==> config.mk <==
export PLATFORM = sky130hd
export DESIGN_NAME = wb_arbiter_flat
export DESIGN_NICKNAME = d
export VERILOG_FILES = /design/src/rtl/wb_arbiter_if.sv /design/src/rtl/wb_arbiter.sv /design/src/flat_wrapper.sv
export SDC_FILE = /design/constraint.sdc
export NUM_CORES = 1
export LEC_CHECK = 0
export BUFFER_PORTS_ARGS = -buffer_cell sky130_fd_sc_hd__buf_4
export CORE_AREA = 2 2 168 170
export CTS_CLUSTER_SIZE = 20
export DETAILED_ROUTE_END_ITERATION = 8
export DIE_AREA = 0 0 170 172
export PLACE_DENSITY = 0.58
export SLEW_MARGIN = 20
export SYNTH_ARGS = -nofsm -noshare
export SYNTH_HDL_FRONTEND = slang
export SYNTH_SLANG_ARGS = --single-unit
==> constraint.sdc <==
create_clock -name i_clk -period 3.4 [get_ports i_clk]
set_input_delay 0 -clock i_clk [delete_from_list [all_inputs] [get_ports i_clk]]
set_output_delay 0 -clock i_clk [all_outputs]
set_load 0.01 [all_outputs]
==> src/rtl/wb_arbiter_if.sv <==
// Bus bundle for wb_arbiter: two producer valid/ready channels, the register
// file write port, and the optional forwarding lookups (WB_BYPASS_EN).
interface wb_arbiter_if;
  // Handshake: a transfer happens on a rising edge where valid && ready.
  // ready depends only on FIFO occupancy (never on valid); producers hold
  // valid/rd/data stable until the transfer.
  logic        i_alu_valid;
  logic        o_alu_ready;
  logic [4:0]  i_alu_rd;
  logic [31:0] i_alu_data;
  logic        i_lsu_valid;
  logic        o_lsu_ready;
  logic [4:0]  i_lsu_rd;
  logic [31:0] i_lsu_data;
  logic [4:0]  o_reg_waddr;
  logic [31:0] o_reg_wdata;
  logic        o_reg_wena;
  logic        o_busy;
`ifdef WB_BYPASS_EN
  logic [4:0]  i_fwd1_raddr;
  logic [4:0]  i_fwd2_raddr;
  logic        o_fwd1_hit;
  logic        o_fwd2_hit;
  logic [31:0] o_fwd1_data;
  logic [31:0] o_fwd2_data;
`endif

  modport master (
`ifdef WB_BYPASS_EN
    output i_fwd1_raddr, i_fwd2_raddr,
    input  o_fwd1_hit, o_fwd2_hit, o_fwd1_data, o_fwd2_data,
`endif
    output i_alu_valid, i_alu_rd, i_alu_data,
    output i_lsu_valid, i_lsu_rd, i_lsu_data,
    input  o_alu_ready, o_lsu_ready,
    input  o_reg_waddr, o_reg_wdata, o_reg_wena, o_busy
  );

  modport slave (
`ifdef WB_BYPASS_EN
    input  i_fwd1_raddr, i_fwd2_raddr,
    output o_fwd1_hit, o_fwd2_hit, o_fwd1_data, o_fwd2_data,
`endif
    input  i_alu_valid, i_alu_rd, i_alu_data,
    input  i_lsu_valid, i_lsu_rd, i_lsu_data,
    output o_alu_ready, o_lsu_ready,
    output o_reg_waddr, o_reg_wdata, o_reg_wena, o_busy
  );
endinterface

==> src/rtl/wb_arbiter.sv <==
// Write-back arbiter: per-producer FIFOs (ALU, LSU), LSU-priority arbitration
// with ALU starvation guard, registered regfile write. WB_BYPASS_EN adds forwarding.
module wb_arbiter #(
  parameter int FIFO_DEPTH = 2,
  parameter int STARVE_MAX = 3
) (
  input  logic         i_clk,
  input  logic         i_rst,
  wb_arbiter_if.slave  bus
);

  localparam int AW = $clog2(FIFO_DEPTH);
  localparam int PW = AW + 1;
  localparam int SW = (STARVE_MAX < 1) ? 1 : $clog2(STARVE_MAX + 1);
  localparam logic [SW-1:0] STARVE_LIM = SW'(STARVE_MAX);

  typedef logic [36:0] entry_t;  // {rd, data}

  // Index 0 is the ALU channel, index 1 is the LSU channel.
  entry_t        mem [2][FIFO_DEPTH];
  logic [PW-1:0] wr_ptr [2];
  logic [PW-1:0] rd_ptr [2];
  logic          full   [2];
  logic          empty  [2];
  logic          push   [2];
  logic          pop    [2];
  logic          in_valid [2];
  entry_t        in_entry [2];
  entry_t        head   [2];

  logic [SW-1:0] starve_cnt;
  logic          alu_win;
  logic [4:0]    reg_waddr;
  logic [31:0]   reg_wdata;
  logic          reg_wena;

  assign in_valid[0] = bus.i_alu_valid;
  assign in_valid[1] = bus.i_lsu_valid;
  assign in_entry[0] = {bus.i_alu_rd, bus.i_alu_data};
  assign in_entry[1] = {bus.i_lsu_rd, bus.i_lsu_data};

  // Wrap bit distinguishes full from empty when the index bits match.
  always_comb begin
    for (int i = 0; i < 2; i++) begin
      empty[i] = (wr_ptr[i] == rd_ptr[i]);
      full[i]  = (wr_ptr[i][AW] != rd_ptr[i][AW]) &&
                 (wr_ptr[i][AW-1:0] == rd_ptr[i][AW-1:0]);
      // rd==0 still handshakes but is never stored.
      push[i]  = in_valid[i] && !full[i] && (in_entry[i][36:32] != 5'd0);
      head[i]  = mem[i][rd_ptr[i][AW-1:0]];
    end
  end

  assign alu_win = !empty[0] && (empty[1] || (starve_cnt == STARVE_LIM));
  assign pop[0]  = alu_win;
  assign pop[1]  = !empty[1] && !alu_win;

  always_ff @(posedge i_clk) begin
    for (int i = 0; i < 2; i++) begin
      if (push[i]) mem[i][wr_ptr[i][AW-1:0]] <= in_entry[i];
    end
  end

  always_ff @(posedge i_clk or posedge i_rst) begin
    if (i_rst) begin
      for (int i = 0; i < 2; i++) begin
        wr_ptr[i] <= '0;
        rd_ptr[i] <= '0;
      end
      starve_cnt <= '0;
      reg_wena   <= 1'b0;
      reg_waddr  <= '0;
      reg_wdata  <= '0;
    end else begin
      for (int i = 0; i < 2; i++) begin
        if (push[i]) wr_ptr[i] <= wr_ptr[i] + PW'(1);
        if (pop[i])  rd_ptr[i] <= rd_ptr[i] + PW'(1);
      end
      // ALU non-empty and not granted means it lost to the LSU this cycle.
      if (empty[0] || pop[0])
        starve_cnt <= '0;
      else if (starve_cnt != STARVE_LIM)
        starve_cnt <= starve_cnt + SW'(1);
      reg_wena <= pop[0] || pop[1];
      if (pop[0]) begin
        reg_waddr <= head[0][36:32];
        reg_wdata <= head[0][31:0];
      end else if (pop[1]) begin
        reg_waddr <= head[1][36:32];
        reg_wdata <= head[1][31:0];
      end
    end
  end

  assign bus.o_alu_ready = !full[0];
  assign bus.o_lsu_ready = !full[1];
  assign bus.o_reg_waddr = reg_waddr;
  assign bus.o_reg_wdata = reg_wdata;
  assign bus.o_reg_wena  = reg_wena;
  assign bus.o_busy      = !empty[0] || !empty[1] || reg_wena;

`ifdef WB_BYPASS_EN
  logic fwd1_hit;
  logic fwd2_hit;
  // Covers the same-cycle write-then-read hazard of the regfile read port.
  assign fwd1_hit = reg_wena && (bus.i_fwd1_raddr == reg_waddr) && (bus.i_fwd1_raddr != 5'd0);
  assign fwd2_hit = reg_wena && (bus.i_fwd2_raddr == reg_waddr) && (bus.i_fwd2_raddr != 5'd0);
  assign bus.o_fwd1_hit  = fwd1_hit;
  assign bus.o_fwd2_hit  = fwd2_hit;
  assign bus.o_fwd1_data = fwd1_hit ? reg_wdata : 32'd0;
  assign bus.o_fwd2_data = fwd2_hit ? reg_wdata : 32'd0;
`endif

endmodule
==> src/flat_wrapper.sv <==
// flat-port wrapper written by rule: the top's interface ports become plain ports
module wb_arbiter_flat 
#(
  parameter int FIFO_DEPTH = 2,
  parameter int STARVE_MAX = 3
)
  (i_clk, i_rst, bus_i_alu_valid, bus_i_alu_rd, bus_i_alu_data, bus_i_lsu_valid, bus_i_lsu_rd, bus_i_lsu_data, bus_o_alu_ready, bus_o_lsu_ready, bus_o_reg_waddr, bus_o_reg_wdata, bus_o_reg_wena, bus_o_busy);
  wb_arbiter_if bus_i ();
  input  logic i_clk;
  input  logic i_rst;
  input wire logic [$bits(bus_i.i_alu_valid)-1:0] bus_i_alu_valid;
  input wire logic [$bits(bus_i.i_alu_rd)-1:0] bus_i_alu_rd;
  input wire logic [$bits(bus_i.i_alu_data)-1:0] bus_i_alu_data;
  input wire logic [$bits(bus_i.i_lsu_valid)-1:0] bus_i_lsu_valid;
  input wire logic [$bits(bus_i.i_lsu_rd)-1:0] bus_i_lsu_rd;
  input wire logic [$bits(bus_i.i_lsu_data)-1:0] bus_i_lsu_data;
  output wire logic [$bits(bus_i.o_alu_ready)-1:0] bus_o_alu_ready;
  output wire logic [$bits(bus_i.o_lsu_ready)-1:0] bus_o_lsu_ready;
  output wire logic [$bits(bus_i.o_reg_waddr)-1:0] bus_o_reg_waddr;
  output wire logic [$bits(bus_i.o_reg_wdata)-1:0] bus_o_reg_wdata;
  output wire logic [$bits(bus_i.o_reg_wena)-1:0] bus_o_reg_wena;
  output wire logic [$bits(bus_i.o_busy)-1:0] bus_o_busy;
  assign bus_i.i_alu_valid = bus_i_alu_valid;
  assign bus_i.i_alu_rd = bus_i_alu_rd;
  assign bus_i.i_alu_data = bus_i_alu_data;
  assign bus_i.i_lsu_valid = bus_i_lsu_valid;
  assign bus_i.i_lsu_rd = bus_i_lsu_rd;
  assign bus_i.i_lsu_data = bus_i_lsu_data;
  assign bus_o_alu_ready = bus_i.o_alu_ready;
  assign bus_o_lsu_ready = bus_i.o_lsu_ready;
  assign bus_o_reg_waddr = bus_i.o_reg_waddr;
  assign bus_o_reg_wdata = bus_i.o_reg_wdata;
  assign bus_o_reg_wena = bus_i.o_reg_wena;
  assign bus_o_busy = bus_i.o_busy;
  wb_arbiter #(.FIFO_DEPTH(FIFO_DEPTH), .STARVE_MAX(STARVE_MAX)) u_core (.i_clk(i_clk), .i_rst(i_rst), .bus(bus_i));
endmodule
# Word level (Yosys, flattened, before mapping)
# Memories as Yosys holds them, arrays and structs flattened.
# Index checks and enable logic that the tools add are counted.
op_classes:
  eq_ne: 8
  mux: 20
  n_reduce_logical: 24
  bitwise_logic: 4
  n_addsub: 5
  order_cmp: 6
ops:
  columns: ["operator", "n"]
  rows:
  - ["37-bit 2-to-1 mux", 8]
  - ["74-bit 2-to-1 mux", 2]
  - ["37-bit demux with 1-bit select", 2]
  - ["32-bit 2-to-1 mux", 2]
  - ["2-bit by 1-bit adder with 2-bit output (second input constant)", 5]
  - ["1-bit logical AND", 10]
  - ["5-bit 2-to-1 mux", 2]
  - ["5-bit nonzero test", 2]
  - ["2-bit >= comparator (second input constant)", 4]
  - ["1-bit inverter with 2-bit output", 4]
  - ["1-bit logical NOT", 5]
  - ["1-bit logical OR", 5]
  - ["2-bit equality test", 2]
  - ["2-bit by 1-bit < comparator with 1-bit output (second input constant)", 2]
  - ["2-bit 2-to-1 mux", 2]
  - ["2-bit nonzero test", 2]
  - ["1-bit equality test", 2]
  - ["2-bit equality test (second input constant)", 1]
  - ["1-bit 2-to-1 mux", 2]
  - ["1-bit inequality test", 2]
  - ["2-bit inequality test (second input constant)", 1]
word_totals:
  reg_bits: 48
  memories: 1
  mem_bits_rw: 148
  in_bits: 78
  output_inout_bits: 41
memory_table:
  columns: ["memory", "words", "width", "read_ports", "rd_clocked_by_memory_dff", "wr", "line", "source"]
  rows:
  - ["u_core.mem", 2, 74, 2, 0, 2, "wb_arbiter.sv:20", "entry_t mem [2][FIFO_DEPTH];"]

# Longest topological paths before layout
# Gate-level depths: netlist (run 1).
depth:
  word_depth: 7
  depth_mapped: 6

# Worst setup path after synthesis (run 1)
# OpenSTA, ideal clock, no wires.
synth_timing:
  path_kind: "reg-to-reg"
  from: "reg u_core.wr_ptr[2] in the netlist's numbering"
  to: "mem u_core.mem[0][37] in the netlist's numbering, enable pin"
  t_arrival_ns: 2.698
  n_path_buf: 2
  required_ns: 2.969
  setup_slack_ns: 0.271
  synth_period_minus_slack_ns: 3.129
  path_stages_with_launch: 7
  path_cell_list: "dfrtp_1 -> xnor2_2 -> buf_6 -> buf_6 -> nand2_2 -> o211ai_1 -> nor2_1"
synth_rtl:
  columns: ["item", "line", "source"]
  rows:
  - ["start, declared", "wb_arbiter.sv:21", "logic [PW-1:0] wr_ptr [2];"]
  - ["start signal, assigned by index", "wb_arbiter.sv:76", "if (push[i]) wr_ptr[i] <= wr_ptr[i] + PW'(1);"]
  - ["end, declared", "wb_arbiter.sv:20", null]

# Worst setup path in the final report (run 1)
layout_timing:
  from: "reg u_core.wr_ptr[2] in the netlist's numbering"
  to: "out bus_o_busy"
layout_between:
  elab_chain_len: 4
layout_rtl:
  columns: ["item", "line", "source"]
  rows:
  - ["2-bit equality test", "wb_arbiter.sv:45", "empty[i] = (wr_ptr[i] == rd_ptr[i]);"]
  - ["1-bit logical NOT", "wb_arbiter.sv:100", "assign bus.o_busy = !empty[0] || !empty[1] || reg_wena;"]
  - ["1-bit logical OR (2 in series)", "wb_arbiter.sv:100", null]
  - ["end, declared", "flat_wrapper.sv:22", "output wire logic [$bits(bus_i.o_busy)-1:0] bus_o_busy;"]
# Every way passes these cells.

==> impl_metrics.yaml, run 1 <==
critical_path:
  worst_setup_path_end_kind: "output port"
  critPathBufInv: 2
  worst_setup_path_start_kind: "register"
  critPathKind: "reg -> out"
  data_arrival_at_the_endpoint_of_the_critical_path_ps: 2690
  crit-reg2reg-launch: "u_core.wr_ptr[3]$_DFFE_PP0P_"
  worstRegToRegCells: 4
  critical_path.top_delay_family: "buffers and inverters"
  cp_data_required_time_ps: 3400
  reg2reg_setup_slack_ps: 820
  worst_path_max_delay_cell: "sky130_fd_sc_hd__buf_4"
  path_max_fanout: 31
  crit-reg2reg-capture: "u_core.bus.o_reg_wdata[8]$_DFFE_PP0P_"
  path_cells: "xnor2_4, buf_4, and2_1, nand2_1, or2_1, buf_4"
  max_stage_delay_ps: 540
  path_common_cell: "sky130_fd_sc_hd__buf_4"
floorplanning:
  design.core.area_um2: 27500
  chipWidth_um: 170
  die-area_um2: 29200
  boundaryPins: 119
  floorplan.initialDensity: 0.297
  die_h_um: 172
  placementRows: 61
clock_network:
  clock_path_buffers: 2
  total_cts_buffers: 17
  cts.repair.resized: 0
  cts_sinks: 196
  clock_latency_ps: 430
  clkTransAtPathRegs_ps: 70
  cts-htree-levels: 4
  tritoncts: "built"
  ctsRootBufferMaster: "sky130_fd_sc_hd__clkbuf_16"
synth:
  syn_nets: 582
  ys_seq_area_frac: 0.692
  post_synth_top_area_cell: "sky130_fd_sc_hd__edfxtp_1"
  syn_area_per_cell_um2: 16.2
  synth_commonest_cells: "148 x sky130_fd_sc_hd__edfxtp_1, 56 x sky130_fd_sc_hd__a221oi_1, 48 x sky130_fd_sc_hd__dfrtp_1, 39 x sky130_fd_sc_hd__nor2b_1, 38 x sky130_fd_sc_hd__a211oi_1"
  synth-edff-count: 148
  number_of_distinct_library_cells_after_synthesis: 31
  post_synth_main_area_contributors: "sky130_fd_sc_hd__edfxtp_1 54%, sky130_fd_sc_hd__dfrtp_1 15%, sky130_fd_sc_hd__a221oi_1 6.0%"
  synth_async_sr_flop_share: 0.245
  synth.ff_latch_count: 196
  synth_ff_type: "sky130_fd_sc_hd__edfxtp_1"
  mappedNetlistArea_um2: 8160
  post_synth_inst_count: 503
  synth.top_cell.area_share: 0.545
  count_of_yosys_warnings_during_synthesis: 0
  yosys.cell_count.top_type: "sky130_fd_sc_hd__edfxtp_1"
global_route:
  grt_pass1_vias: 5122
  grt_overflow: 0
  grt_max_degree: 81
  grt_pass1_wl_mm: 29.5
  antenna_found_initial: 0
  grt_util_all_layers: 0.135
routing:
  routed-via-count: 5055
  drc: 0
  routedWlPerCell_um: 19.0
  routed_via_density: 4.87
  drt_iter0_markers: 305
  drt_antenna_net_count: 0
  drt-pass1-iter-count: 5
  totalWireLength_mm: 19.8
sta:
  worst_slew_margin_rel: 0.302
  tns_ps: 0
  maxClockFrequency_mhz: 372
  layout_min_cycle_time_ps: 2690
  setup-violations-final: 0
  finalClockSkew_ps: 13.1
  final_min_period_over_clock_period: 0.791
  setup_slack_ps: 711
  rsz0062_at_grt: "no"
  hold_violations: 0
  timing_max_transition_violations_final: 0
  worst-slew-pin-transition_ps: 1050
placed_design:
  io_buffers: 118
  gp_congestion: 0.714
  placement.setup.worst_slack_ps: 878
  dp_hpwl_mm: 12.5
cells_and_area:
  post_route_cells_drive_above_1_share: 0.329
  finalCoreUtilization: 0.392
  count_of_antenna_diodes_in_the_layout: 0
  fill_cells: 2547
  fin_nets: 759
  syn2layout_area_growth_pct: 31.9
pwr:
  power.net_switching_uw: 4270
  max-vdd-ir-drop_mv: 0.691
  p_comb_frac: 0.459
  cellLeakagePower_uw: 0.00377
  switching_share: 0.387
  relative_contribution_of_the_clock_network_to_total_power: 0.185
  power.share.sequential: 0.356
  p_int_uw: 6750
  pwr_density_cell_nw_per_um2: 1020
status:
  status: "finished, final reports clean"
hold_path:
  worst_hold_path_class: "in -> async"
job:
  max_cap_viol_count: 0
## placed cells by master, fill, tap and decap left out, drive strengths merged, types with 2 or more instances in the layout
master       netlist  final
a211oi            38     38
a221oi            75     75
and2               2      2
buf               30    127
bufinv             0      2
clkbuf            16     18
clkinv             0      3
clkinvlp           0      2
dfrtp             48     48
dlygate4sd3        0     77
edfxtp           148    148
inv                3     10
mux2              37     37
nand2              4      4
nor2               2      2
nor2b             39     39
o211ai             2      2
o21bai            37     37
xnor2              7      7
xor2               6      6
## worst min-delay path, cell delays in order
cell and delay, ps:
sky130_fd_sc_hd__dlygate4sd3_1 540, sky130_fd_sc_hd__buf_4 140, sky130_fd_sc_hd__inv_4 490
## kinds of logic (layout without fill, tap and decap cells)
group,Yosys count,after routing,share of synthesized area
AND/OR/NAND/NOR,52,52,0.0397
XOR/XNOR,13,13,0.0158
buffers and inverters,49,239,0.0314
adder cells (fa/ha/maj),1,1,0.00153
multiplexers,37,37,0.0511
flip-flops,196,196,0.692
AO/OA/AOI/OAI,155,155,0.169
## metrics by stage
step | cell area, µm² | instances | total power, µW | hold WS [ps]
after floorplan | 8160 | 503 | 7520 | 98.9
after global placement | 9360 | 929 | 8790 | 187
after detailed placement | 9390 | 930 | 9020 | 165
after CTS | 10800 | 1039 | 11100 | 241
after global routing | 10800 | 1039 | 11700 | 273
final | 10800 | 1039 | 11000 | 246
## worst max-delay path by stage
stage                                       from                                endpoint  slack, ps  cells after the start
floorplan           u_core.wr_ptr[2]$_DFFE_PP0P_             u_core.mem[0][37]$_DFFE_PP_        270                      6
global placement    u_core.wr_ptr[3]$_DFFE_PP0P_            u_core.rd_ptr[1]$_DFFE_PP0P_        890                      4
detailed placement  u_core.wr_ptr[3]$_DFFE_PP0P_  u_core.bus.o_reg_wdata[19]$_DFFE_PP0P_        880                      4
CTS                 u_core.wr_ptr[2]$_DFFE_PP0P_                              bus_o_busy        670                      6
global route        u_core.wr_ptr[2]$_DFFE_PP0P_                              bus_o_busy        520                      6
finish              u_core.wr_ptr[2]$_DFFE_PP0P_                              bus_o_busy        710                      6
## metal layers
metal,part of all wire,global-route usage
met3,0.054,0.0291
met1,0.43,0.175
met5,0,0
met4,0.011,0.0353
met2,0.51,0.231
## power groups by stage
stage | Sequential (µW) | Clock, µW | Combinational [µW]
finish | 3920 | 2030 | 5060
global route | 4010 | 2170 | 5540
CTS | 3930 | 2080 | 5120
detailed placement | 3980 | 0 | 5040
global placement | 3950 | 0 | 4840
floorplan | 3980 | 0 | 3540
## state kept, by name (all words and copies together), names as in the netlist
register / count
u_core.rd_ptr: 4
u_core.bus.o_reg_wena: 1
u_core.bus.o_reg_wdata: 32
u_core.wr_ptr: 4
u_core.mem: 148
u_core.starve_cnt: 2
u_core.bus.o_reg_waddr: 5
## final cells by class
cell class | count | area [µm²] | share of cell area
sequential | 196 | 5650 | 0.525
clock inverter | 14 | 170 | 0.0158
timing repair buffer | 204 | 1740 | 0.162
multi-input combinational | 258 | 2320 | 0.216
clock buffer | 18 | 429 | 0.0399
tap | 346 | 433 | 0.0402
inverter | 3 | 13.8 | 0.00128
## repair_timing
action,4_1_cts,5_1_grt
setup buffers,0,0
hold endpoints to repair,198,0
hold buffers,77,0
No activity file was read; power rests on OpenSTA's default activity.
==> inputs of run 2 (changes only) <==
--- a/config.mk
+++ b/config.mk
@@ -10,7 +10,7 @@
 export CTS_CLUSTER_SIZE = 20
 export DETAILED_ROUTE_END_ITERATION = 8
 export DIE_AREA = 0 0 170 172
-export PLACE_DENSITY = 0.58
+export PLACE_DENSITY = 0.6
 export SLEW_MARGIN = 20
 export SYNTH_ARGS = -nofsm -noshare
 export SYNTH_HDL_FRONTEND = slang
==> constraint.sdc (replaced) <==
create_clock -name i_clk -period 2.3 [get_ports i_clk]
set_input_delay 0 -clock i_clk [delete_from_list [all_inputs] [get_ports i_clk]]
set_output_delay 0 -clock i_clk [all_outputs]
set_load 0.01 [all_outputs]
==> run 2 against run 1 <==
Effect of this change:
- sequential power grew 48%
- non-clock buffer count grew 16
- largest cell class unchanged
- combinational power grew 53%
- utilization is 0.43 points higher
==> impl_metrics.yaml, run 2 (synthesis results as in run 1) <==
clock_network:
  clock_path_buffers: 2
  cts_sinks: 196
  ctsRootBufferMaster: "sky130_fd_sc_hd__clkbuf_16"
  clkTransAtPathRegs_ps: 70
  clock_latency_ps: 440
  cts.repair.resized: 0
  cts-htree-levels: 4
  tritoncts: "built"
  total_cts_buffers: 17
  cts_setup_buffers: 0
sta:
  final_min_period_over_clock_period: 0.946
  maxClockFrequency_mhz: 459
  layout_min_cycle_time_ps: 2180
  hold_violations: 0
  finalClockSkew_ps: 13.5
  setup-violations-final: 0
  worst_slew_margin_rel: 0.574
  tns_ps: 0
  worst-slew-pin-transition_ps: 638
  rsz0062_at_grt: "no"
  timing_max_transition_violations_final: 0
cells_and_area:
  fin_nets: 775
  largest_reg_flops: 148
  final_cells: 1055
  layout_common_cells: "148 x sky130_fd_sc_hd__edfxtp_1, 140 x sky130_fd_sc_hd__buf_4, 77 x sky130_fd_sc_hd__dlygate4sd3_1, 56 x sky130_fd_sc_hd__a221oi_1, 46 x sky130_fd_sc_hd__dfrtp_1"
  finalCoreUtilization: 0.396
  mostFrequentLayoutCell: "sky130_fd_sc_hd__edfxtp_1"
  count_of_antenna_diodes_in_the_layout: 0
  syn2layout_area_growth_pct: 33.4
  post_route_cells_drive_above_1_share: 0.337
hold_path:
  worst_hold_path_class: "in -> async"
job:
  max_cap_viol_count: 0
global_route:
  antenna_found_initial: 0
  grt_overflow: 0
  grt_util_all_layers: 0.138
  grt_busiest_layer: "met2"
  grt_max_degree: 77
  grt.met2_usage: 0.229
  grt_pass1_wl_mm: 29.9
  grt_pass1_vias: 5258
  use_met1: 0.182
  groute.layer.met3.usage: 0.0272
critical_path:
  worst_setup_path_end_kind: "output port"
  worst_setup_path_start_kind: "register"
  cp_data_required_time_ps: 2300
  data_arrival_at_the_endpoint_of_the_critical_path_ps: 2180
  path_max_fanout: 21
  critPathKind: "reg -> out"
routing:
  routed-via-count: 5198
  totalWireLength_mm: 19.6
  routed_via_density: 4.93
  routedWlPerCell_um: 18.6
  drc: 0
  drt_antenna_net_count: 0
  drt-pass1-iter-count: 4
  drt_iter0_markers: 311
pwr:
  max-vdd-ir-drop_mv: 0.836
  cellLeakagePower_uw: 0.00384
  pwr_density_cell_nw_per_um2: 1510
  post-layout-total-power_uw: 16500
placed_design:
  dp_hpwl_mm: 12.7
  io_buffers: 118
  placed_cells: 946
  gp_congestion: 0.701
floorplanning:
  design.core.area_um2: 27500
  placementRows: 61
  die-area_um2: 29200
  chipWidth_um: 170
  die_h_um: 172
  floorplan.initialDensity: 0.297
  boundaryPins: 119
status:
  status: "finished, final reports clean"
## run 2: layout make-up
class	instances	area (µm²)
well taps	346	433
clock buffers	23	448
repair buffers	220	1880
flip-flops and latches	196	5650
multi-input cells	258	2320
inverters	3	11.3
fillers	2565	16600
clock inverters	9	134
## run 2: per-layer routing
layer / routed length (µm) / up-vias
li1: - / 2429
met1: 8840 / 2590
met2: 9600 / 153
met3: 848 / 26
met4: 328 / 0
met5: 0 / -
## run 2: what timing repair did
| item | in CTS | in global routing |
|---|---|---|
| endpoints found under the setup margin | 0 | 0 |
| hold buffers | 77 | 0 |
| endpoints found under the hold margin | 174 | 0 |
## run 2: where the power goes
group	internal [µW]	leakage (µW)	switching [µW]
logic	3320	0.00165	4400
registers	5260	0.00192	548
clock network	1710	0.000268	1240
## run 2: stage by stage
| stage | instance area [µm²] | hold slack [ps] | worst slack, ps |
|---|---|---|---|
| after floorplan | 8180 | 98.9 | 117 |
| after global placement | 9530 | 136 | 378 |
| after detailed placement | 9530 | 139 | 335 |
| after CTS | 10900 | 232 | 103 |
| after global routing | 10900 | 253 | 2.62 |
| final | 10900 | 215 | 123 |
## run 2: path summary, 6_finish.rpt
| path | startpoint | to | slack, ps | cells after the start |
|---|---|---|---|---|
| max | u_core.wr_ptr[3]$_DFFE_PP0P_ | bus_o_busy | 120 | 6 |
| min | i_rst | u_core.bus.o_reg_wdata[15]$_DFFE_PP0P_ | 210 | 3 |
| max reg2reg | u_core.wr_ptr[2]$_DFFE_PP0P_ | u_core.bus.o_reg_waddr[1]$_DFFE_PP0P_ | 310 | 6 |
| min reg2reg | u_core.rd_ptr[1]$_DFFE_PP0P_ | u_core.rd_ptr[1]$_DFFE_PP0P_ | 480 | 1 |
| max in group asynchronous | i_rst | u_core.bus.o_reg_wdata[4]$_DFFE_PP0P_ | 1400 | 4 |
| min in group i_clk | bus_i_alu_data[24] | u_core.mem[0][24]$_DFFE_PP_ | 280 | 2 |
## run 2: worst max-delay path, stage by stage, from the launching register on
cell                      delay [ps]
sky130_fd_sc_hd__dfrtp_1         460
sky130_fd_sc_hd__xnor2_4         230
sky130_fd_sc_hd__buf_4           330
sky130_fd_sc_hd__and2_1          240
sky130_fd_sc_hd__nand2_1         110
sky130_fd_sc_hd__or2_1           220
sky130_fd_sc_hd__buf_4           140
